## src/rtl/mdu_pkg.sv

```systemverilog
// Shared definitions for the multiply/divide unit.
//   - op encodings driven on mult_div_unit.op
//   - FSM state encoding
//   - LO value written when a divide has a zero divisor
package mdu_pkg;

    localparam logic [1:0] MDU_MULT  = 2'b00;
    localparam logic [1:0] MDU_MULTU = 2'b01;
    localparam logic [1:0] MDU_DIV   = 2'b10;
    localparam logic [1:0] MDU_DIVU  = 2'b11;

    typedef enum logic [1:0] {
        S_IDLE = 2'b00,
        S_CALC = 2'b01,
        S_FIX  = 2'b10
    } mdu_state_e;

    localparam logic [31:0] DIV0_LO = 32'hFFFF_FFFF;

endpackage

```

## src/rtl/mdu_div_step.sv

```systemverilog
// One combinational restoring-division step.
// Ports:
//   rem_in       partial remainder so far (always < divisor)
//   divisor      unsigned divisor magnitude
//   dividend_bit next dividend bit shifted into the remainder
//   rem_out      remainder after the trial subtract (restored if negative)
//   q_bit        quotient bit produced by this step
module mdu_div_step #(
    parameter int WIDTH = 32
) (
    input  logic [WIDTH-1:0] rem_in,
    input  logic [WIDTH-1:0] divisor,
    input  logic             dividend_bit,
    output logic [WIDTH-1:0] rem_out,
    output logic             q_bit
);

    logic [WIDTH:0] trial;
    logic [WIDTH:0] diff;
    logic [WIDTH:0] sel;
    logic           unused_sel_msb;

    always_comb begin
        trial = {rem_in, dividend_bit};
        diff  = trial - {1'b0, divisor};
        q_bit = (trial >= {1'b0, divisor});
        sel   = q_bit ? diff : trial;
        // rem_in < divisor, so the selected value always fits in WIDTH bits.
        rem_out        = sel[WIDTH-1:0];
        unused_sel_msb = sel[WIDTH];
    end

endmodule

```

## src/rtl/mult_div_unit.sv

```systemverilog
// Iterative MIPS multiply/divide unit with architectural HI/LO registers.
// Ports:
//   clk, rst            clock (rising edge), asynchronous active-high reset
//   start, op           launch MULT/MULTU/DIV/DIVU; accepted only in IDLE
//   operand_a/operand_b rs / rt values
//   mthi, mtlo          write operand_a into HI / LO while IDLE
//   busy                operation in flight (CALC or FIX)
//   done                one-cycle pulse when HI/LO receive a new result
//   div_by_zero         sticky flag for the last divide; cleared by next start
//   hi, lo              HI / LO registers
// Signedness is resolved at accept (magnitudes + sign bits) and at FIX
// (conditional negate); the iterations themselves are purely unsigned.
module mult_div_unit
    import mdu_pkg::*;
#(
    parameter int WIDTH = 32,
    parameter int CNT_W = $clog2(WIDTH)
) (
    input  logic             clk,
    input  logic             rst,
    input  logic             start,
    input  logic [1:0]       op,
    input  logic [WIDTH-1:0] operand_a,
    input  logic [WIDTH-1:0] operand_b,
    input  logic             mthi,
    input  logic             mtlo,
    output logic             busy,
    output logic             done,
    output logic             div_by_zero,
    output logic [WIDTH-1:0] hi,
    output logic [WIDTH-1:0] lo
);

    localparam logic [WIDTH-1:0]   ONE_W  = WIDTH'(1);
    localparam logic [2*WIDTH-1:0] ONE_2W = (2*WIDTH)'(1);
    localparam logic [CNT_W-1:0]   LAST   = CNT_W'(WIDTH-1);

    mdu_state_e         state_q, state_d;
    logic [CNT_W-1:0]   cnt_q, cnt_d;
    logic               is_div_q, is_div_d;
    logic               neg_lo_q, neg_lo_d;     // product / quotient sign
    logic               rem_neg_q, rem_neg_d;   // remainder sign (dividend sign)
    logic               dz_q, dz_d;             // current divide has zero divisor
    logic [WIDTH-1:0]   mcand_q, mcand_d;       // multiplicand or divisor magnitude
    logic [2*WIDTH-1:0] acc_q, acc_d;           // {upper, lower} working register
    logic [WIDTH-1:0]   hi_q, hi_d;
    logic [WIDTH-1:0]   lo_q, lo_d;
    logic               busy_q, busy_d;
    logic               done_q, done_d;
    logic               div_by_zero_q, div_by_zero_d;

    // Signed-operand decode and magnitudes, used only at accept.
    logic               op_signed, op_div, sa, sb;
    logic [WIDTH-1:0]   abs_a, abs_b;

    // Iteration datapaths.
    logic [WIDTH:0]     mul_sum;
    logic [WIDTH-1:0]   div_rem;
    logic               div_qbit;

    // FIX-stage results.
    logic [2*WIDTH-1:0] prod_fix;
    logic [WIDTH-1:0]   quo_fix, rem_fix;

    mdu_div_step #(.WIDTH(WIDTH)) u_div_step (
        .rem_in       (acc_q[2*WIDTH-1:WIDTH]),
        .divisor      (mcand_q),
        .dividend_bit (acc_q[WIDTH-1]),
        .rem_out      (div_rem),
        .q_bit        (div_qbit)
    );

    always_comb begin
        op_signed = (op == MDU_MULT) || (op == MDU_DIV);
        op_div    = (op == MDU_DIV)  || (op == MDU_DIVU);
        sa        = op_signed && operand_a[WIDTH-1];
        sb        = op_signed && operand_b[WIDTH-1];
        abs_a     = sa ? (~operand_a + ONE_W) : operand_a;
        abs_b     = sb ? (~operand_b + ONE_W) : operand_b;

        // Shift-add: add multiplicand to upper half when the LSB of the
        // multiplier (lower half) is set, then shift the whole thing right.
        mul_sum  = {1'b0, acc_q[2*WIDTH-1:WIDTH]} + (acc_q[0] ? {1'b0, mcand_q} : '0);

        prod_fix = neg_lo_q  ? (~acc_q + ONE_2W) : acc_q;
        quo_fix  = neg_lo_q  ? (~acc_q[WIDTH-1:0] + ONE_W) : acc_q[WIDTH-1:0];
        rem_fix  = rem_neg_q ? (~acc_q[2*WIDTH-1:WIDTH] + ONE_W) : acc_q[2*WIDTH-1:WIDTH];
    end

    always_comb begin
        state_d       = state_q;
        cnt_d         = cnt_q;
        is_div_d      = is_div_q;
        neg_lo_d      = neg_lo_q;
        rem_neg_d     = rem_neg_q;
        dz_d          = dz_q;
        mcand_d       = mcand_q;
        acc_d         = acc_q;
        hi_d          = hi_q;
        lo_d          = lo_q;
        busy_d        = busy_q;
        done_d        = 1'b0;
        div_by_zero_d = div_by_zero_q;

        case (state_q)
            S_IDLE: begin
                if (start) begin
                    state_d       = S_CALC;
                    busy_d        = 1'b1;
                    cnt_d         = '0;
                    is_div_d      = op_div;
                    neg_lo_d      = sa ^ sb;
                    rem_neg_d     = sa;
                    dz_d          = op_div && (operand_b == '0);
                    div_by_zero_d = 1'b0;
                    mcand_d       = op_div ? abs_b : abs_a;
                    acc_d         = {{WIDTH{1'b0}}, (op_div ? abs_a : abs_b)};
                    // Zero divisor: preload the final HI:LO so FIX just copies it.
                    if (op_div && (operand_b == '0)) begin
                        acc_d = {operand_a, WIDTH'(DIV0_LO)};
                    end
                end else begin
                    if (mthi) hi_d = operand_a;
                    if (mtlo) lo_d = operand_a;
                end
            end
            S_CALC: begin
                if (dz_q) begin
                    state_d = S_FIX;
                end else begin
                    if (is_div_q) begin
                        acc_d = {div_rem, acc_q[WIDTH-2:0], div_qbit};
                    end else begin
                        acc_d = {mul_sum, acc_q[WIDTH-1:1]};
                    end
                    cnt_d = cnt_q + 1'b1;
                    if (cnt_q == LAST) state_d = S_FIX;
                end
            end
            S_FIX: begin
                state_d = S_IDLE;
                busy_d  = 1'b0;
                done_d  = 1'b1;
                if (dz_q) begin
                    hi_d          = acc_q[2*WIDTH-1:WIDTH];
                    lo_d          = acc_q[WIDTH-1:0];
                    div_by_zero_d = 1'b1;
                end else if (is_div_q) begin
                    hi_d = rem_fix;
                    lo_d = quo_fix;
                end else begin
                    hi_d = prod_fix[2*WIDTH-1:WIDTH];
                    lo_d = prod_fix[WIDTH-1:0];
                end
            end
            default: begin
                state_d = S_IDLE;
                busy_d  = 1'b0;
            end
        endcase
    end

    always_ff @(posedge clk or posedge rst) begin
        if (rst) begin
            state_q       <= S_IDLE;
            cnt_q         <= '0;
            is_div_q      <= 1'b0;
            neg_lo_q      <= 1'b0;
            rem_neg_q     <= 1'b0;
            dz_q          <= 1'b0;
            mcand_q       <= '0;
            acc_q         <= '0;
            hi_q          <= '0;
            lo_q          <= '0;
            busy_q        <= 1'b0;
            done_q        <= 1'b0;
            div_by_zero_q <= 1'b0;
        end else begin
            state_q       <= state_d;
            cnt_q         <= cnt_d;
            is_div_q      <= is_div_d;
            neg_lo_q      <= neg_lo_d;
            rem_neg_q     <= rem_neg_d;
            dz_q          <= dz_d;
            mcand_q       <= mcand_d;
            acc_q         <= acc_d;
            hi_q          <= hi_d;
            lo_q          <= lo_d;
            busy_q        <= busy_d;
            done_q        <= done_d;
            div_by_zero_q <= div_by_zero_d;
        end
    end

    assign busy        = busy_q;
    assign done        = done_q;
    assign div_by_zero = div_by_zero_q;
    assign hi          = hi_q;
    assign lo          = lo_q;

endmodule
```

## config.mk

```make
export PLATFORM = sky130hd
export DESIGN_NAME = mult_div_unit
export DESIGN_NICKNAME = d
export VERILOG_FILES = /design/src/rtl/mdu_pkg.sv /design/src/rtl/mdu_div_step.sv /design/src/rtl/mult_div_unit.sv
export SDC_FILE = /design/constraint.sdc
export NUM_CORES = 1
export LEC_CHECK = 0
export CAP_MARGIN = 20
export CELL_PAD_IN_SITES_DETAIL_PLACEMENT = 0
export CELL_PAD_IN_SITES_GLOBAL_PLACEMENT = 2
export CORE_MARGIN = 1
export CORE_UTILIZATION = 40
export CTS_BUF_LIST = sky130_fd_sc_hd__clkbuf_8
export CTS_CLUSTER_SIZE = 28
export DETAILED_ROUTE_END_ITERATION = 8
export DONT_BUFFER_PORTS = 1
export PLACE_DENSITY_LB_ADDON = 0.1
export SETUP_SLACK_MARGIN = 0.4
export SYNTH_ARGS = -nofsm -noshare
export SYNTH_HDL_FRONTEND = slang
export SYNTH_SLANG_ARGS = --single-unit
```

## constraint.sdc

```tcl
create_clock -name clk -period 7.57 [get_ports clk]
set_input_delay 1.1355 -clock clk [delete_from_list [all_inputs] [get_ports clk]]
set_output_delay 1.1355 -clock clk [all_outputs]
set_load 0.03 [all_outputs]
```

==> results of run 1 <==
==> layout make-up <==
type                    instances  area [um^2]  area share (%)
clock buffers                  19          262            1.62
well taps                     511          639            3.96
inverters                      66          254            1.58
flip-flops and latches        174         4360            27.0
clock inverters                11         71.3           0.442
multi-input cells            1621        10400            64.5
repair buffers                 20          150           0.931
==> layer usage <==
metal  part of all wire, %  GRT usage (%)  vias to the layer above
met2                    49           57.2                      504
li1                      -              -                     6946
met1                    41           40.1                     7413
met4                   5.8           18.6                        0
met3                   4.9           5.37                      154
met5                     0              0                        -
==> cells by family after synthesis <==
family          after synthesis  synth area share, %
xor+xnor                    178                 10.1
simple gates                642                 19.1
mux                         102                 6.77
buf+inv                     200                 4.99
compound gates              627                 25.1
flops                       174                 28.1
fa+ha+maj                    72                 5.91
==> worst max-delay path by stage <==
stage,startpoint,to,slack (ps),cells past startpoint
final,acc_q[45],acc_q[43],3160,12
after floorplan,rst,acc_q[0],1720,1
after CTS,acc_q[41],acc_q[49],3180,12
after detailed placement,acc_q[41],acc_q[43],3210,12
after global routing,acc_q[34],acc_q[43],2940,12
after global placement,acc_q[45],acc_q[54],3230,12
==> per-stage QoR <==
stage	utilization, %	area (um^2)	std cells
after global routing	42.5	16100	2422
after floorplan	-	15500	1995
final	42.5	16100	2422
after detailed placement	41.6	15800	2392
after global placement	41.6	15800	2392
after CTS	42.5	16100	2422
==> registers in the layout (all words and copies together) (netlist names), 2 cells and up <==
name     cells
acc_q       64
hi          32
lo          32
mcand_q     32
cnt_q        5
state_q      2
==> synth_stat cells (5+ instances only) <==
master / count / area share [%]
sky130_fd_sc_hd__and2_1: 11 / 0.44
sky130_fd_sc_hd__o41ai_1: 11 / 0.62
sky130_fd_sc_hd__o21a_1: 8 / 0.39
sky130_fd_sc_hd__or3_1: 14 / 0.56
sky130_fd_sc_hd__o311ai_0: 12 / 0.68
sky130_fd_sc_hd__nor2b_1: 31 / 1.3
sky130_fd_sc_hd__and3_1: 18 / 0.73
sky130_fd_sc_hd__or2_2: 9 / 0.36
sky130_fd_sc_hd__nor4_1: 12 / 0.48
sky130_fd_sc_hd__nand4_1: 5 / 0.20
sky130_fd_sc_hd__o31ai_1: 23 / 1.1
sky130_fd_sc_hd__a21o_1: 33 / 1.6
sky130_fd_sc_hd__a31oi_1: 31 / 1.3
sky130_fd_sc_hd__o211ai_1: 20 / 0.97
sky130_fd_sc_hd__nand2_1: 245 / 5.9
sky130_fd_sc_hd__clkbuf_1: 105 / 2.5
sky130_fd_sc_hd__a2111oi_0: 6 / 0.34
sky130_fd_sc_hd__mux2i_1: 79 / 5.1
sky130_fd_sc_hd__o221ai_1: 5 / 0.28
sky130_fd_sc_hd__mux2_2: 23 / 1.7
sky130_fd_sc_hd__buf_2: 6 / 0.19
sky130_fd_sc_hd__buf_1: 18 / 0.44
sky130_fd_sc_hd__o22ai_1: 14 / 0.56
sky130_fd_sc_hd__nand2b_1: 19 / 0.77
sky130_fd_sc_hd__o21ai_0: 183 / 5.9
sky130_fd_sc_hd__nor2_1: 182 / 4.4
sky130_fd_sc_hd__a211oi_1: 29 / 1.4
sky130_fd_sc_hd__nand3_1: 31 / 1.0
sky130_fd_sc_hd__xor2_1: 79 / 4.5
sky130_fd_sc_hd__or4_1: 12 / 0.58
sky130_fd_sc_hd__inv_1: 65 / 1.6
sky130_fd_sc_hd__xnor2_1: 99 / 5.6
sky130_fd_sc_hd__dfrtp_1: 174 / 28
sky130_fd_sc_hd__ha_1: 70 / 5.6
sky130_fd_sc_hd__o21bai_1: 9 / 0.44
sky130_fd_sc_hd__o2111ai_1: 8 / 0.45
sky130_fd_sc_hd__nor3_1: 33 / 1.1
sky130_fd_sc_hd__a21oi_1: 181 / 5.8
sky130_fd_sc_hd__a221oi_1: 16 / 0.90
==> power breakdown <==
group	total, W	switching (W)	internal (W)
registers	0.00244	0.00104	0.00139
clock network	0.000625	0.000386	0.000239
logic	0.00585	0.00350	0.00234
==> worst max-delay path: stages, from the launching register on <==
cell,delay (ps)
sky130_fd_sc_hd__dfrtp_1,530
sky130_fd_sc_hd__ha_1,490
sky130_fd_sc_hd__nand2_1,80
sky130_fd_sc_hd__or3_1,420
sky130_fd_sc_hd__or4_1,590
sky130_fd_sc_hd__or3_1,380
sky130_fd_sc_hd__nand3_1,90
sky130_fd_sc_hd__a211oi_1,80
sky130_fd_sc_hd__o21ai_2,410
sky130_fd_sc_hd__buf_4,420
sky130_fd_sc_hd__mux2_2,370
sky130_fd_sc_hd__a221oi_1,270
sky130_fd_sc_hd__a21oi_1,110
==> results, run 1 <==
- Pin placement for this block handled between 100 and 150 I/O pins.
- The clock transition at the register clock pins on the worst setup and hold paths after CTS is 100 ps.
- Detailed placement finished with a half-perimeter wire length of 49000 um.
- The worst slack at placement is 3210 ps.
- After layout, the design draws a total of 0.00891 W.
- The number of synthesis warnings is 0.
- Setup repair after global routing left no endpoint under its margin.
- The worst-skew pair later-pin latency is 530 ps.
- The launching element type of the critical path is a flip-flop.
- Dividing the detail-routed via count by the number of cells gives 6.20.
- The final hold violation count is 0.
- The startpoint identified for the worst hold timing path is mcand_q[10].
- The wire length of the first global-routing pass is 95200 um.
- The post-synthesis instance area is around 16000 um^2.
- TritonCTS built the clock tree.
- The initial antenna violation count is 0.
- Synthesis produced 1995 cells.
- Counting instances, the worst hold path has a depth of 2.
- The fmax is 227 MHz.
- In this run, post-CTS hold repair placed 0 buffers.
- The number of nets in the synthesized netlist is 2138.
- For this design the ratio of total power to cell area is 552 nW/um^2.
- The deepest level of the CTS H-tree is 4.
- Of the synthesized area, sequential elements account for 28.1%.
- At the worst endpoint, the required time is 7940 ps.
- The max-slew violation total from the final report came to 0.
- After clock tree synthesis, the setup repair step added 0 buffers.
- The synthesized design contains 0 enable-type register cells.
- In the layout the commonest cells are sky130_fd_sc_hd__nand2_1, sky130_fd_sc_hd__o21ai_0, sky130_fd_sc_hd__a21oi_1.
- The floorplan has 71 rows.
- The final sum of negative setup slack is 0 ps.
- The residual overflow from global routing is 0.
- For the worst setup path, the data arrival time is 4780 ps.
- The tool flagged a number of max-cap violations equal to 0.
- Counting flops and latches in the post-synthesis netlist gives 174.
- Across the VDD grid, the largest voltage drop is 189 uV.
- The worst setup path is captured at a flip-flop.
- The post-route netlist has 5.34% of its cells at a drive strength greater than 1.
- The worst pin sits at a relative slew slack of between 20 and 30%.
- The placeable core region is around 38000 um^2.
- The fraction of registers with async set or reset after synthesis is 100%.
- The count of input and output buffers is 0.
- The endpoint of the worst hold-timing path is mcand_q[10].
- The class of the most critical hold timing path is flip-flop to flip-flop.
- The detailed router placed around 15000 vias in this run.
- The number of detailed-routing iterations run before antenna repair is 5.
- The overall die width is 199 um.
- The wire length per cell is 27.3 um.
- The area of the die is 39600 um^2.
- For this block, the routed nets add up to 66100 um of wire.
- The transition time at the pin with the least slew margin is ~1100 ps.
- 0 antenna diodes ended up in the layout.
- The number of DRC markers after the initial detailed-route iteration is approximately 1000.
- The total number of nets in the final design is 2043.
- The largest fanout on the critical path is 19.
- The root buffer cell is sky130_fd_sc_hd__clkbuf_8.
- The unique cell type count in the Yosys netlist is 80.
- The residual DRC count is 0.
- The synthesis-to-layout area growth is 4.01%.
- In this run the critical register-to-register path is launched from acc_q[45].
- The worst setup slack after layout is roughly 3200 ps.
- Once the clock tree was built, the resizer swapped 0 gates to a different size.
- The run finished with clean final reports.
- The prevailing post-synth register cell is sky130_fd_sc_hd__dfrtp_1.
- The most common library cell in the layout ignoring fill and taps is sky130_fd_sc_hd__nand2_1.
- The global placer's final weighted congestion is 0.917.
- The antenna violation net count after detailed routing is 0.
- The pin count of the biggest net entering global routing is 86.
- The clock sink count is 174.
- The final clock skew is 14.8 ps.
- The worst register-to-register path has a depth of 12.
- Setup violations remaining at the end of the flow were counted as 0.
- The overall die height is 199 um.
- The reported leakage power is 6.58 nW.
- The smallest hold slack is 494 ps.
- The initial utilization of the core area, before any placement, comes to between 40% and 50%.
- Of the available clock period, the critical path in the final layout requires roughly 58%.
- The maximum count of clock buffers along a single path is 2.
- The global-route usage over all layers is 33.6%.
- The number of global-route vias before repair is about 14000.
- The number of clock buffers inserted by TritonCTS is 17.
- In this run the critical register-to-register path is captured at acc_q[43].
- The critical path class is flip-flop to flip-flop.
- Setup slack on the worst reg-to-reg path comes out at 3160 ps.
- The layout has 4009 filler cells.
- The minimum period implied by the final worst setup slack is 4410 ps.
- The mean instance size in the synthesized netlist is a little under 8 um^2.
Note: power is estimated with default switching activity, not from simulation.
==> run 2: changes to the inputs <==
clock period = 4.4 ns   (was 7.57 ns; I/O delays follow)
==> run 2 against run 1 <==
Net effect: clock skew rose by 1.7 ps; utilization increased by 1.1 points; clock power rose by 110%; largest cell class unchanged.
==> results, run 2 (synthesized netlist as in run 1, its figures left out) <==
- In the final routed layout, each cell accounts on average for 27.0 um.
- In this run the static leakage power is between 6 and 7 nW.
- The residual overflow from global routing is 0.
- Relative to the synthesized area, the layout overhead comes to 6.70%.
- The register with the most flip-flops in the layout has 64 of them.
- TritonCTS built the clock tree.
- The pin count of the biggest net entering global routing is 83.
- The maximum count of clock buffers along a single path is 2.
- In this run, CTS created clock tree buffers numbering 17.
- The number of hold buffers added after CTS is 0.
- The final sum of negative setup slack is 0 ps.
- Net switching is ~54% of the power.
- Dividing total power by cell area gives a power density of 948 nW/um^2.
- The power share of the sequential group is 24.9%.
- The clock sink count is 174.
- The detailed router placed 14900 vias in this run.
- After detailed routing, the total wire length is around 66000 um.
- The deepest level of the CTS H-tree is 4.
- The final hold violation count is 0.
- The internal power consumption is 0.00717 W.
- After routing the design area is about 17000 um^2.
- At the pin with the least slew margin, the transition time is approximately 1100 ps.
- At the end of routability-driven placement, the weighted congestion stood at ~1.
- The initial antenna violation count was 1.
- Once placement finished, the instance area stood at 16100 um^2.
- The peak ir drop on the vdd network is 395 uV.
- The tree is rooted in a sky130_fd_sc_hd__clkbuf_8.
- The detailed placer's ending HPWL is 50100 um.
- The max-slew violation total from the final report came to 0.
- The fmax is 260 MHz.
- The total number of nets in the final design is 2078.
- In this run the worst path has a maximum fanout of 4.
- Of the cells placed in the final design, the portion with a size suffix greater than 1 is roughly 7.3%.
- The number of DRC markers after the initial detailed-route iteration is about 1200.
- The minimum period implied by the final worst setup slack is a little under 4000 ps.
- The area of all sequential standard cells is about 4400 um^2.
- The residual DRC count is 0.
- In this run the tool buffered the top-level ports with 0 buffer cells.
- The start point of the critical path is acc_q[31].
- Setup repair after global routing could not meet its margin everywhere.
- The sum of internal, switching and leakage power is 0.0157 W.
- The clock transition at the register clock pins on the worst setup and hold paths after CTS is between 100 and 150 ps.
- The register containing the most flip-flops in the final layout is acc_q.
- The number of global-route vias before repair is 14500.
- The die is 199 um wide.
- Measured against its own limit, the worst slew margin works out to 26.5%.
- Hold is met by 111 ps.
- For the worst setup path, the data arrival time is 4260 ps.
- The class of the most critical hold timing path is input pin to asynchronous set/reset pin.
- The final clock period utilization by the worst path is approximately 87%.
- The library cell used most frequently in the layout, excluding fill and tap cells, is sky130_fd_sc_hd__nand2_1.
- The source of the worst register-to-register timing path is acc_q[31].
- The final setup violation count is 0.
- STA classifies the critical path startpoint as a flip-flop.
- The area occupied by multi-input gates is between 10000 and 15000 um^2.
- The number of detailed-routing iterations run before antenna repair is 5.
- After floorplanning, the core was sized to cover 37900 um^2.
- 138 I/O pins were placed.
- The antenna violation net count after detailed routing is 0.
- Once the floorplan was initialized, standard cells occupied 40.9% of the core.
- For this design the total switching power over the nets is 0.00851 W.
- The flow ran to the end, and the final reports show no timing, DRC or antenna violations.
- Prior to clock tree synthesis, the placed netlist has a worst setup slack of 537 ps.
- The data required time of the worst path is 4820 ps.
- For the worst flop-to-flop path, the logic depth is 15.
- The number of maximum-capacitance constraint violations is 0.
- On the final layout, the worst clock skew is 16.5 ps.
- The count of fill cells added during filler insertion is 3995.
- In this run the register-to-register setup slack is 560 ps.
- The clock network accounts for 8.2% of the total power.
- The detailed-route vias per instance is 6.07.
- The floorplan has between 70 and 80 rows.
- Global routing used 33.9% of the available tracks.
- The worst setup slack after layout is 560 ps.
- The first global-routing pass estimated 96500 um of wire.
- The critical path is of the flip-flop to flip-flop type.
- The destination of the worst register-to-register timing path is acc_q[58].
- In the layout the commonest cells are sky130_fd_sc_hd__nand2_1, sky130_fd_sc_hd__o21ai_0, sky130_fd_sc_hd__nor2_1, sky130_fd_sc_hd__a21oi_1, sky130_fd_sc_hd__dfrtp_1.
- The die is 199 um tall.
- The critical path capture point type is a flip-flop.
- Per report_power, the combinational group accounts for 66.9% of the total.
- For the worst-skew pair, the clock arrives at the later sink with an insertion delay of 550 ps.
- The floorplan step defined a die boundary enclosing 39600 um^2.
## run 2: per-stage QoR
step                      utilization, %  cells
after floorplan                        -   1995
after global placement              42.5   2427
after detailed placement            42.5   2427
after CTS                           43.5   2459
after global routing                43.6   2459
final                               43.6   2460
## run 2: area by class of cell
class	instances	area share, %
flip-flops and latches	174	26.3
multi-input cells	1621	62.9
well taps	511	3.87
clock buffers	17	1.41
inverters	66	1.53
clock inverters	15	1.07
diodes	1	0.0151
repair buffers	55	2.84
## run 2: worst max-delay path, stage by stage, from the launching register on
cell and delay [ps]:
sky130_fd_sc_hd__dfrtp_1 470, sky130_fd_sc_hd__inv_1 140, sky130_fd_sc_hd__ha_1 190, sky130_fd_sc_hd__inv_1 50
sky130_fd_sc_hd__fa_1 400, sky130_fd_sc_hd__a21oi_1 210, sky130_fd_sc_hd__o22ai_1 170, sky130_fd_sc_hd__o41ai_1 320
sky130_fd_sc_hd__buf_4 210, sky130_fd_sc_hd__o2111ai_1 200, sky130_fd_sc_hd__a31oi_1 430, sky130_fd_sc_hd__o21ai_0 230
sky130_fd_sc_hd__xor2_1 210, sky130_fd_sc_hd__mux2_2 290, sky130_fd_sc_hd__nand2_1 70, sky130_fd_sc_hd__a31oi_1 100
## run 2: worst max-delay path by stage
stage	endpoint	slack, ps	cells after the start
3_3_place_gp	acc_q[37]	620	12
2_1_floorplan	acc_q[36]	810	13
4_1_cts	acc_q[36]	520	12
6_report	acc_q[58]	560	15
3_5_place_dp	acc_q[36]	540	12
5_1_grt	acc_q[36]	380	12
## run 2: routing by layer
| metal | global-route usage, % | share of wire (%) | vias to the layer above |
|---|---|---|---|
| met5 | 0 | 0.017 | - |
| li1 | - | - | 7032 |
| met3 | 7.10 | 5.9 | 121 |
| met1 | 41.8 | 42 | 7256 |
| met2 | 55.6 | 47 | 517 |
| met4 | 17.7 | 5.2 | 2 |
## run 2: power groups by stage
stage / registers [W] / logic [W] / clock network (W)
finish: 0.00390 / 0.0105 / 0.00129
detailed placement: 0.00392 / 0.0103 / 0
global placement: 0.00391 / 0.0103 / 0
global route: 0.00399 / 0.0115 / 0.00136
CTS: 0.00389 / 0.0104 / 0.00131
floorplan: 0.00357 / 0.00749 / 0
## run 2: what timing repair did
action,in CTS,in global routing
setup buffers,0,0
gates resized for setup,0,5
endpoints found under the setup margin,0,9
endpoints found under the hold margin,0,0
